File: src/rtl/cache_ctrl_pkg.sv
// Shared widths, state encoding and small helpers for the cache controller.
package cache_ctrl_pkg;

  localparam int Index_Width      = 10;
  localparam int Tag_Width        = 18;
  localparam int Cache_Block_Size = 128;
  localparam int En_Word_Width    = 4;
  localparam int En_Byte_Width    = 4;
  localparam int Offset_Width     = 4;
  localparam int Word_Sel_Width   = 2;
  localparam int Word_Width       = 32;

  typedef enum logic [2:0] {
    STATE_INIT,
    STATE_IDLE,
    STATE_LOOKUP,
    STATE_WB,
    STATE_REFILL,
    STATE_FILL
  } state_t;

  // Byte-lane patterns the storage block can write as a partial word
  function automatic logic be_legal(input logic [En_Byte_Width-1:0] be);
    case (be)
      4'b1111, 4'b0011, 4'b1100,
      4'b0001, 4'b0010, 4'b0100, 4'b1000: be_legal = 1'b1;
      default:                            be_legal = 1'b0;
    endcase
  endfunction

  function automatic logic [En_Word_Width-1:0] word_onehot(input logic [Word_Sel_Width-1:0] w);
    word_onehot = 4'b0001 << w;
  endfunction

endpackage

File: src/rtl/cache_line_merge.sv
// Combinational line helper: overlays store bytes onto a line and selects the read word.
module cache_line_merge
  import cache_ctrl_pkg::*;
(
  input  logic [Cache_Block_Size-1:0] line_i,
  input  logic [Word_Sel_Width-1:0]   word_i,
  input  logic [En_Byte_Width-1:0]    be_i,
  input  logic [Word_Width-1:0]       wdata_i,
  output logic [Cache_Block_Size-1:0] line_o,
  output logic [Word_Width-1:0]       word_o
);

  // Replace the enabled byte lanes of the selected word with store data
  always_comb begin
    line_o = line_i;
    for (int w = 0; w < 4; w++) begin
      for (int b = 0; b < 4; b++) begin
        if (word_i == 2'(w) && be_i[b]) line_o[w*32 + b*8 +: 8] = wdata_i[b*8 +: 8];
      end
    end
  end

  assign word_o = line_i[{word_i, 5'b0} +: Word_Width];

endmodule

File: src/rtl/cache_ctrl.sv
// Direct-mapped write-back/write-allocate cache controller driving the line storage block.
module cache_ctrl
  import cache_ctrl_pkg::*;
(
  input  logic         clk,
  input  logic         rst,
  input  logic         cpu_req,
  input  logic         cpu_we,
  input  logic [31:0]  cpu_addr,
  input  logic [3:0]   cpu_be,
  input  logic [31:0]  cpu_wdata,
  output logic [31:0]  cpu_rdata,
  output logic         cpu_ready,
  output logic         cpu_err,
  output logic         mem_req,
  output logic         mem_we,
  output logic [31:0]  mem_addr,
  output logic [127:0] mem_wdata,
  input  logic [127:0] mem_rdata,
  input  logic         mem_ready,
  output logic [9:0]   blk_index,
  output logic [3:0]   blk_en_word,
  output logic [3:0]   blk_en_byte,
  output logic         blk_wr,
  output logic         blk_valid_new,
  output logic         blk_dirty_new,
  output logic [17:0]  blk_tag_in,
  output logic [127:0] blk_data_in,
  input  logic         blk_valid,
  input  logic         blk_dirty,
  input  logic [17:0]  blk_tag,
  input  logic [127:0] blk_data
);

  state_t                      state_q, state_d;
  logic [Index_Width-1:0]      cnt_q, cnt_d;
  logic                        we_q, we_d;
  logic [31:2]                 addr_q, addr_d;
  logic [3:0]                  be_q, be_d;
  logic [31:0]                 wdata_q, wdata_d;
  logic [Tag_Width-1:0]        vtag_q, vtag_d;
  logic [Cache_Block_Size-1:0] victim_q, victim_d;
  logic [Cache_Block_Size-1:0] line_q, line_d;

  logic [Tag_Width-1:0]        tag;
  logic [Index_Width-1:0]      idx;
  logic [Word_Sel_Width-1:0]   word;
  logic                        hit;
  logic [Cache_Block_Size-1:0] merge_src, merge_line;
  logic [Word_Width-1:0]       merge_word;
  logic                        unused_addr_lsb;

  assign tag  = addr_q[31:14];
  assign idx  = addr_q[13:4];
  assign word = addr_q[3:2];
  assign hit  = blk_valid && (blk_tag == tag);

  // Byte offset never reaches the cache; lanes come from cpu_be
  assign unused_addr_lsb = ^cpu_addr[1:0];

  // LOOKUP reads from the block output, FILL from the latched refill line
  assign merge_src = (state_q == STATE_FILL) ? line_q : blk_data;

  cache_line_merge u_merge (
    .line_i  (merge_src),
    .word_i  (word),
    .be_i    (be_q),
    .wdata_i (wdata_q),
    .line_o  (merge_line),
    .word_o  (merge_word)
  );

  // Next-state, latches and all block/CPU/memory strobes
  always_comb begin
    state_d       = state_q;
    cnt_d         = cnt_q;
    we_d          = we_q;
    addr_d        = addr_q;
    be_d          = be_q;
    wdata_d       = wdata_q;
    vtag_d        = vtag_q;
    victim_d      = victim_q;
    line_d        = line_q;
    cpu_rdata     = '0;
    cpu_ready     = 1'b0;
    cpu_err       = 1'b0;
    mem_req       = 1'b0;
    mem_we        = 1'b0;
    mem_addr      = '0;
    mem_wdata     = '0;
    blk_index     = idx;
    blk_en_word   = '0;
    blk_en_byte   = '0;
    blk_wr        = 1'b0;
    blk_valid_new = 1'b0;
    blk_dirty_new = 1'b0;
    blk_tag_in    = '0;
    blk_data_in   = '0;
    case (state_q)
      STATE_INIT: begin
        // Invalidate one line per cycle; all-zero enables mean full-line write
        blk_index = cnt_q;
        blk_wr    = 1'b1;
        cnt_d     = cnt_q + 10'd1;
        if (cnt_q == '1) state_d = STATE_IDLE;
      end
      STATE_IDLE: begin
        blk_index = cpu_addr[13:4];
        if (cpu_req) begin
          we_d    = cpu_we;
          addr_d  = cpu_addr[31:2];
          be_d    = cpu_be;
          wdata_d = cpu_wdata;
          state_d = STATE_LOOKUP;
        end
      end
      STATE_LOOKUP: begin
        if (we_q && !be_legal(be_q)) begin
          cpu_ready = 1'b1;
          cpu_err   = 1'b1;
          state_d   = STATE_IDLE;
        end else if (hit) begin
          cpu_ready = 1'b1;
          state_d   = STATE_IDLE;
          if (we_q) begin
            blk_wr        = 1'b1;
            blk_en_word   = word_onehot(word);
            blk_en_byte   = be_q;
            blk_data_in   = {4{wdata_q}};
            blk_tag_in    = tag;
            blk_valid_new = 1'b1;
            blk_dirty_new = 1'b1;
          end else begin
            cpu_rdata = merge_word;
          end
        end else if (blk_valid && blk_dirty) begin
          vtag_d   = blk_tag;
          victim_d = blk_data;
          state_d  = STATE_WB;
        end else begin
          state_d = STATE_REFILL;
        end
      end
      STATE_WB: begin
        mem_req   = 1'b1;
        mem_we    = 1'b1;
        mem_addr  = {vtag_q, idx, {Offset_Width{1'b0}}};
        mem_wdata = victim_q;
        if (mem_ready) state_d = STATE_REFILL;
      end
      STATE_REFILL: begin
        mem_req  = 1'b1;
        mem_addr = {tag, idx, {Offset_Width{1'b0}}};
        if (mem_ready) begin
          line_d  = mem_rdata;
          state_d = STATE_FILL;
        end
      end
      STATE_FILL: begin
        blk_wr        = 1'b1;
        blk_tag_in    = tag;
        blk_valid_new = 1'b1;
        blk_dirty_new = we_q;
        blk_data_in   = we_q ? merge_line : line_q;
        cpu_rdata     = we_q ? '0 : merge_word;
        cpu_ready     = 1'b1;
        state_d       = STATE_IDLE;
      end
      default: state_d = STATE_INIT;
    endcase
  end

  // State and latched request/line registers; reset restarts the invalidation sweep
  always_ff @(posedge clk) begin
    if (rst) begin
      state_q  <= STATE_INIT;
      cnt_q    <= '0;
      we_q     <= 1'b0;
      addr_q   <= '0;
      be_q     <= '0;
      wdata_q  <= '0;
      vtag_q   <= '0;
      victim_q <= '0;
      line_q   <= '0;
    end else begin
      state_q  <= state_d;
      cnt_q    <= cnt_d;
      we_q     <= we_d;
      addr_q   <= addr_d;
      be_q     <= be_d;
      wdata_q  <= wdata_d;
      vtag_q   <= vtag_d;
      victim_q <= victim_d;
      line_q   <= line_d;
    end
  end

endmodule

File: config.mk
export PLATFORM = sky130hd
export DESIGN_NAME = cache_ctrl
export DESIGN_NICKNAME = d
export VERILOG_FILES = /design/src/rtl/cache_ctrl_pkg.sv /design/src/rtl/cache_line_merge.sv /design/src/rtl/cache_ctrl.sv
export SDC_FILE = /design/constraint.sdc
export NUM_CORES = 1
export LEC_CHECK = 0
export CORE_AREA = 2 2 278 280
export CTS_CLUSTER_SIZE = 24
export DETAILED_ROUTE_END_ITERATION = 6
export DIE_AREA = 0 0 280 282
export SYNTH_ARGS = -nofsm -noshare
export SYNTH_HDL_FRONTEND = slang
export SYNTH_SLANG_ARGS = --single-unit
File: constraint.sdc
create_clock -name clk -period 2.3 [get_ports clk]
set_clock_uncertainty 0.05 [all_clocks]
set_input_delay 0.46 -clock clk [delete_from_list [all_inputs] [get_ports clk]]
set_output_delay 0.46 -clock clk [all_outputs]
set_load 0.01 [all_outputs]
==> impl_metrics.yaml <==
critical_path:
  worst_path_max_delay_cell: "sky130_fd_sc_hd__clkdlybuf4s50_1"
  path_class: "input pin to output pin"
  critical_path.most_common_cell: "sky130_fd_sc_hd__buf_4"
  path_max_fanout: 12
  worst_path_dominant_cell_family: "buffers and inverters"
  sort_of_element_at_the_end_of_the_critical_path: "output pin"
  worst-path-buf-inv: 6
  critical_path.cell_chain: "clkdlybuf4s50_1 -> xor2_1 -> or3_4 -> nor3_4 -> nand4_4 -> buf_12 -> buf_4 -> o21ai_4 -> buf_4 -> buf_4 -> a22o_1 -> buf_2"
  data_arrival_critical_path_ps: 2800
  start_kind: "input pin"
  worst_path_largest_cell_delay_ps: 460
  cp_data_required_time_ps: 1790
floorplan:
  floorplan.initialDensity_pct: 25.4
  floorplan.io_pins: 712
  core_sq_um: 75700
  floorplan.rows: 101
  fp.dieArea_sq_um: 79000
  fp.dieW_um: 280
  chipHeight_um: 282
grt:
  antenna_found_initial: 12
  vias_in_the_first_global_route: 20200
  grt-ovfl-total: 0
  grt_util_all_layers_pct: 25.8
  first_pass_grt_wire_length_um: 147000
  grt_start_max_net_pins: 98
placed_design:
  pre_cts_slack_ps: -1370
  place_area_sq_um: 29800
  gpl.final_weighted_congestion: 1.01
  hpwlAfterDp_um: 82900
  dp_cells: 4026
  placement.io_buffers: 705
final_layout:
  post-route-util_pct: 44.2
  layout_commonest_cell: "sky130_fd_sc_hd__nand2_1"
  drive_above_1_share_pct: 35.4
  layout.cell_area.non_filler_sq_um: 33500
  finalNetCount: 3639
  area_delta_synth_final_pct: 73.7
  finalNonFillerCells: 4306
  most-common-layout-cells: "418 x sky130_fd_sc_hd__nand2_1, 408 x sky130_fd_sc_hd__buf_4, 341 x sky130_fd_sc_hd__dfxtp_1, 340 x sky130_fd_sc_hd__clkdlybuf4s50_1, 293 x sky130_fd_sc_hd__nand2b_1"
  layout.filler_cells: 7463
pwr:
  ir_worst_vdd_v: 0.000443
  power_per_unit_of_standard_cell_area_nw_per_um2: 437
  power_switching_w: 0.00350
  static-leakage-power_nw: 14.0
  share_seq_of_total_power_pct: 42.0
  cellInternalPower_w: 0.0111
  totalPowerFinal_w: 0.0146
  comb_power_share_pct: 9.2
  pwr-share-clk_pct: 48.8
  switching_share_pct: 23.9
timing:
  post-route-worst-setup-slack_ps: -1010
  worst_pin_slew_ps: 680
  timing.slew.headroom_pct: 54.6
  min_period_ps: 3310
  finalHoldViolations: 0
  post-route-period-util_pct: 144
  grt_setup_unrepaired: "yes"
  slew_violations: 0
  maxClockFrequency_mhz: 302
  setup-violations-final: 548
drt:
  route.detailed.drc: 0
  postRouteAntennaNets: 0
  routed-via-count: 21300
  first_iter_violations: 1517
  detail_route.first_pass.iterations: 5
  post_drt_via_cell_ratio: 4.95
  finalWirelength_um: 112000
  detail_route.wl_per_cell_um: 26.0
yosys:
  synth_cell_types: 48
  mappedNetlistArea_sq_um: 19300
  yosys_warnings: 0
  netlist_instances: 2214
  post_synth_edffs: 0
  yosys_register_bits: 354
  yosysSeqAreaShare_pct: 36.8
  asyncSetResetFlopFracSynth_pct: 0
  synth_flop_cell: "sky130_fd_sc_hd__dfxtp_1"
  syn_avg_cell_area_sq_um: 8.70
cts:
  cts_sinks: 354
  worst_skew_pair.late_latency_ps: 570
  tritoncts: "built"
  clock_tree.root_cell: "sky130_fd_sc_hd__clkbuf_16"
  htreeDepth: 2
  cts_inserted_buffers: 45
  number_of_hold_buffers_added_after_cts: 0
  clk_transition_reported_paths_ps: 60
  clockBufferDepth: 3
run:
  timing.max_cap.violations: 0
outcome:
  outcome: "finished with violations"
  violations: "negative setup slack"
hold_path:
  holdCritPathClass: "input pin to flip-flop"
[final timing paths]
check | slack [ps] | startpoint | end | depth (start not counted)
worst max register to register | -360 | addr_q[20] | victim_q[55] | 11
worst min-delay path | 160 | blk_tag[2] | vtag_q[2] | 3
worst max-delay path | -1010 | blk_tag[6] | blk_data_in[63] | 12
worst min register to register | 410 | addr_q[12] | addr_q[12] | 2
[cells in the mapped netlist, drive strengths merged (2+ instances only)]
cell type | instances | area, sq um
a21o | 2 | 15.0
mux2i | 189 | 1890
nand4 | 9 | 62.6
or3 | 2 | 12.5
xnor2 | 19 | 166
o21ai | 28 | 275
and2 | 26 | 163
or2 | 2 | 12.5
clkbuf | 150 | 566
mux4 | 64 | 1440
xor2 | 8 | 70.1
nor2 | 54 | 203
nor3 | 4 | 20.0
dfxtp | 354 | 7090
nor3b | 3 | 22.5
nand2b | 294 | 1840
nand3 | 6 | 35.0
a21oi | 212 | 1060
nand2 | 427 | 1600
and3b | 2 | 17.5
o21a | 2 | 15.0
a22o | 146 | 1280
buf | 47 | 342
inv | 4 | 15.0
and4 | 3 | 28.8
nor2b | 12 | 75.1
and3 | 134 | 838
[flip-flops by register name, indices dropped and copies added, names as in the netlist]
signal,flops
wdata_q,32
addr_q,30
victim_q,128
vtag_q,18
we_q,1
cnt_q,10
be_q,4
state_q,3
line_q,128
[through the flow]
step,TNS (ps),hold WS (ps)
after floorplan,-10100,394
after global placement,-422960,404
after detailed placement,-426610,408
after CTS,-344250,219
after global routing,-318880,148
final,-275030,165
[worst reg2reg max path, cell delays in order, from the launching register on]
cell	delay, ps
sky130_fd_sc_hd__dfxtp_1	340
sky130_fd_sc_hd__xor2_1	250
sky130_fd_sc_hd__buf_4	150
sky130_fd_sc_hd__nor3_1	40
sky130_fd_sc_hd__buf_4	130
sky130_fd_sc_hd__buf_4	130
sky130_fd_sc_hd__a22oi_2	170
sky130_fd_sc_hd__buf_4	130
sky130_fd_sc_hd__buf_4	120
sky130_fd_sc_hd__and4_4	440
sky130_fd_sc_hd__buf_12	350
sky130_fd_sc_hd__mux2i_1	290
[power by group through the flow]
stage                     registers, W  clock network (W)  logic [W]
after floorplan                0.00627                  0   0.000366
after global placement         0.00627                  0    0.00134
after detailed placement       0.00627                  0    0.00134
after CTS                      0.00614            0.00732    0.00135
after global routing           0.00614            0.00756    0.00142
final                          0.00614            0.00714    0.00135
[area by class of cell]
class                   count  area, sq um  share of cell area (%)
flip-flops and latches    354         7110                    21.3
inverters                   4         17.5                  0.0524
clock inverters            13          103                   0.307
repair buffers           1221        11400                    34.0
well taps                 978         1220                    3.66
clock buffers              67         1350                    4.04
multi-input cells        1663        12300                    36.7
diodes                      6         15.0                  0.0449
[routing by layer]
metal	global-route usage, %	up-vias	part of all wire (%)
met1	29.5	10300	39
met3	6.78	235	7.3
li1	-	9843	-
met2	44.8	912	48
met5	0	-	0.094
met4	12.0	16	5.4
[cell families after synthesis]
logic type / Yosys count / synth area share, %
xor+xnor: 27 / 1.23
mux: 254 / 17.4
buf+inv: 201 / 4.79
flops: 354 / 36.8
other cells: 1 / 0.0195
compound gates: 396 / 14.0
simple gates: 980 / 25.7
fa+ha+maj: 1 / 0.0650
[timing repair]
item | in CTS | in global routing
cloned | 2 | 21
resized for setup | 420 | 1063
buffers inserted | 30 | 144
pin swaps | 54 | 84
setup endpoints to repair | 505 | 536
endpoints found under the hold margin | 0 | 0
Power figures use the tool's default switching activity.
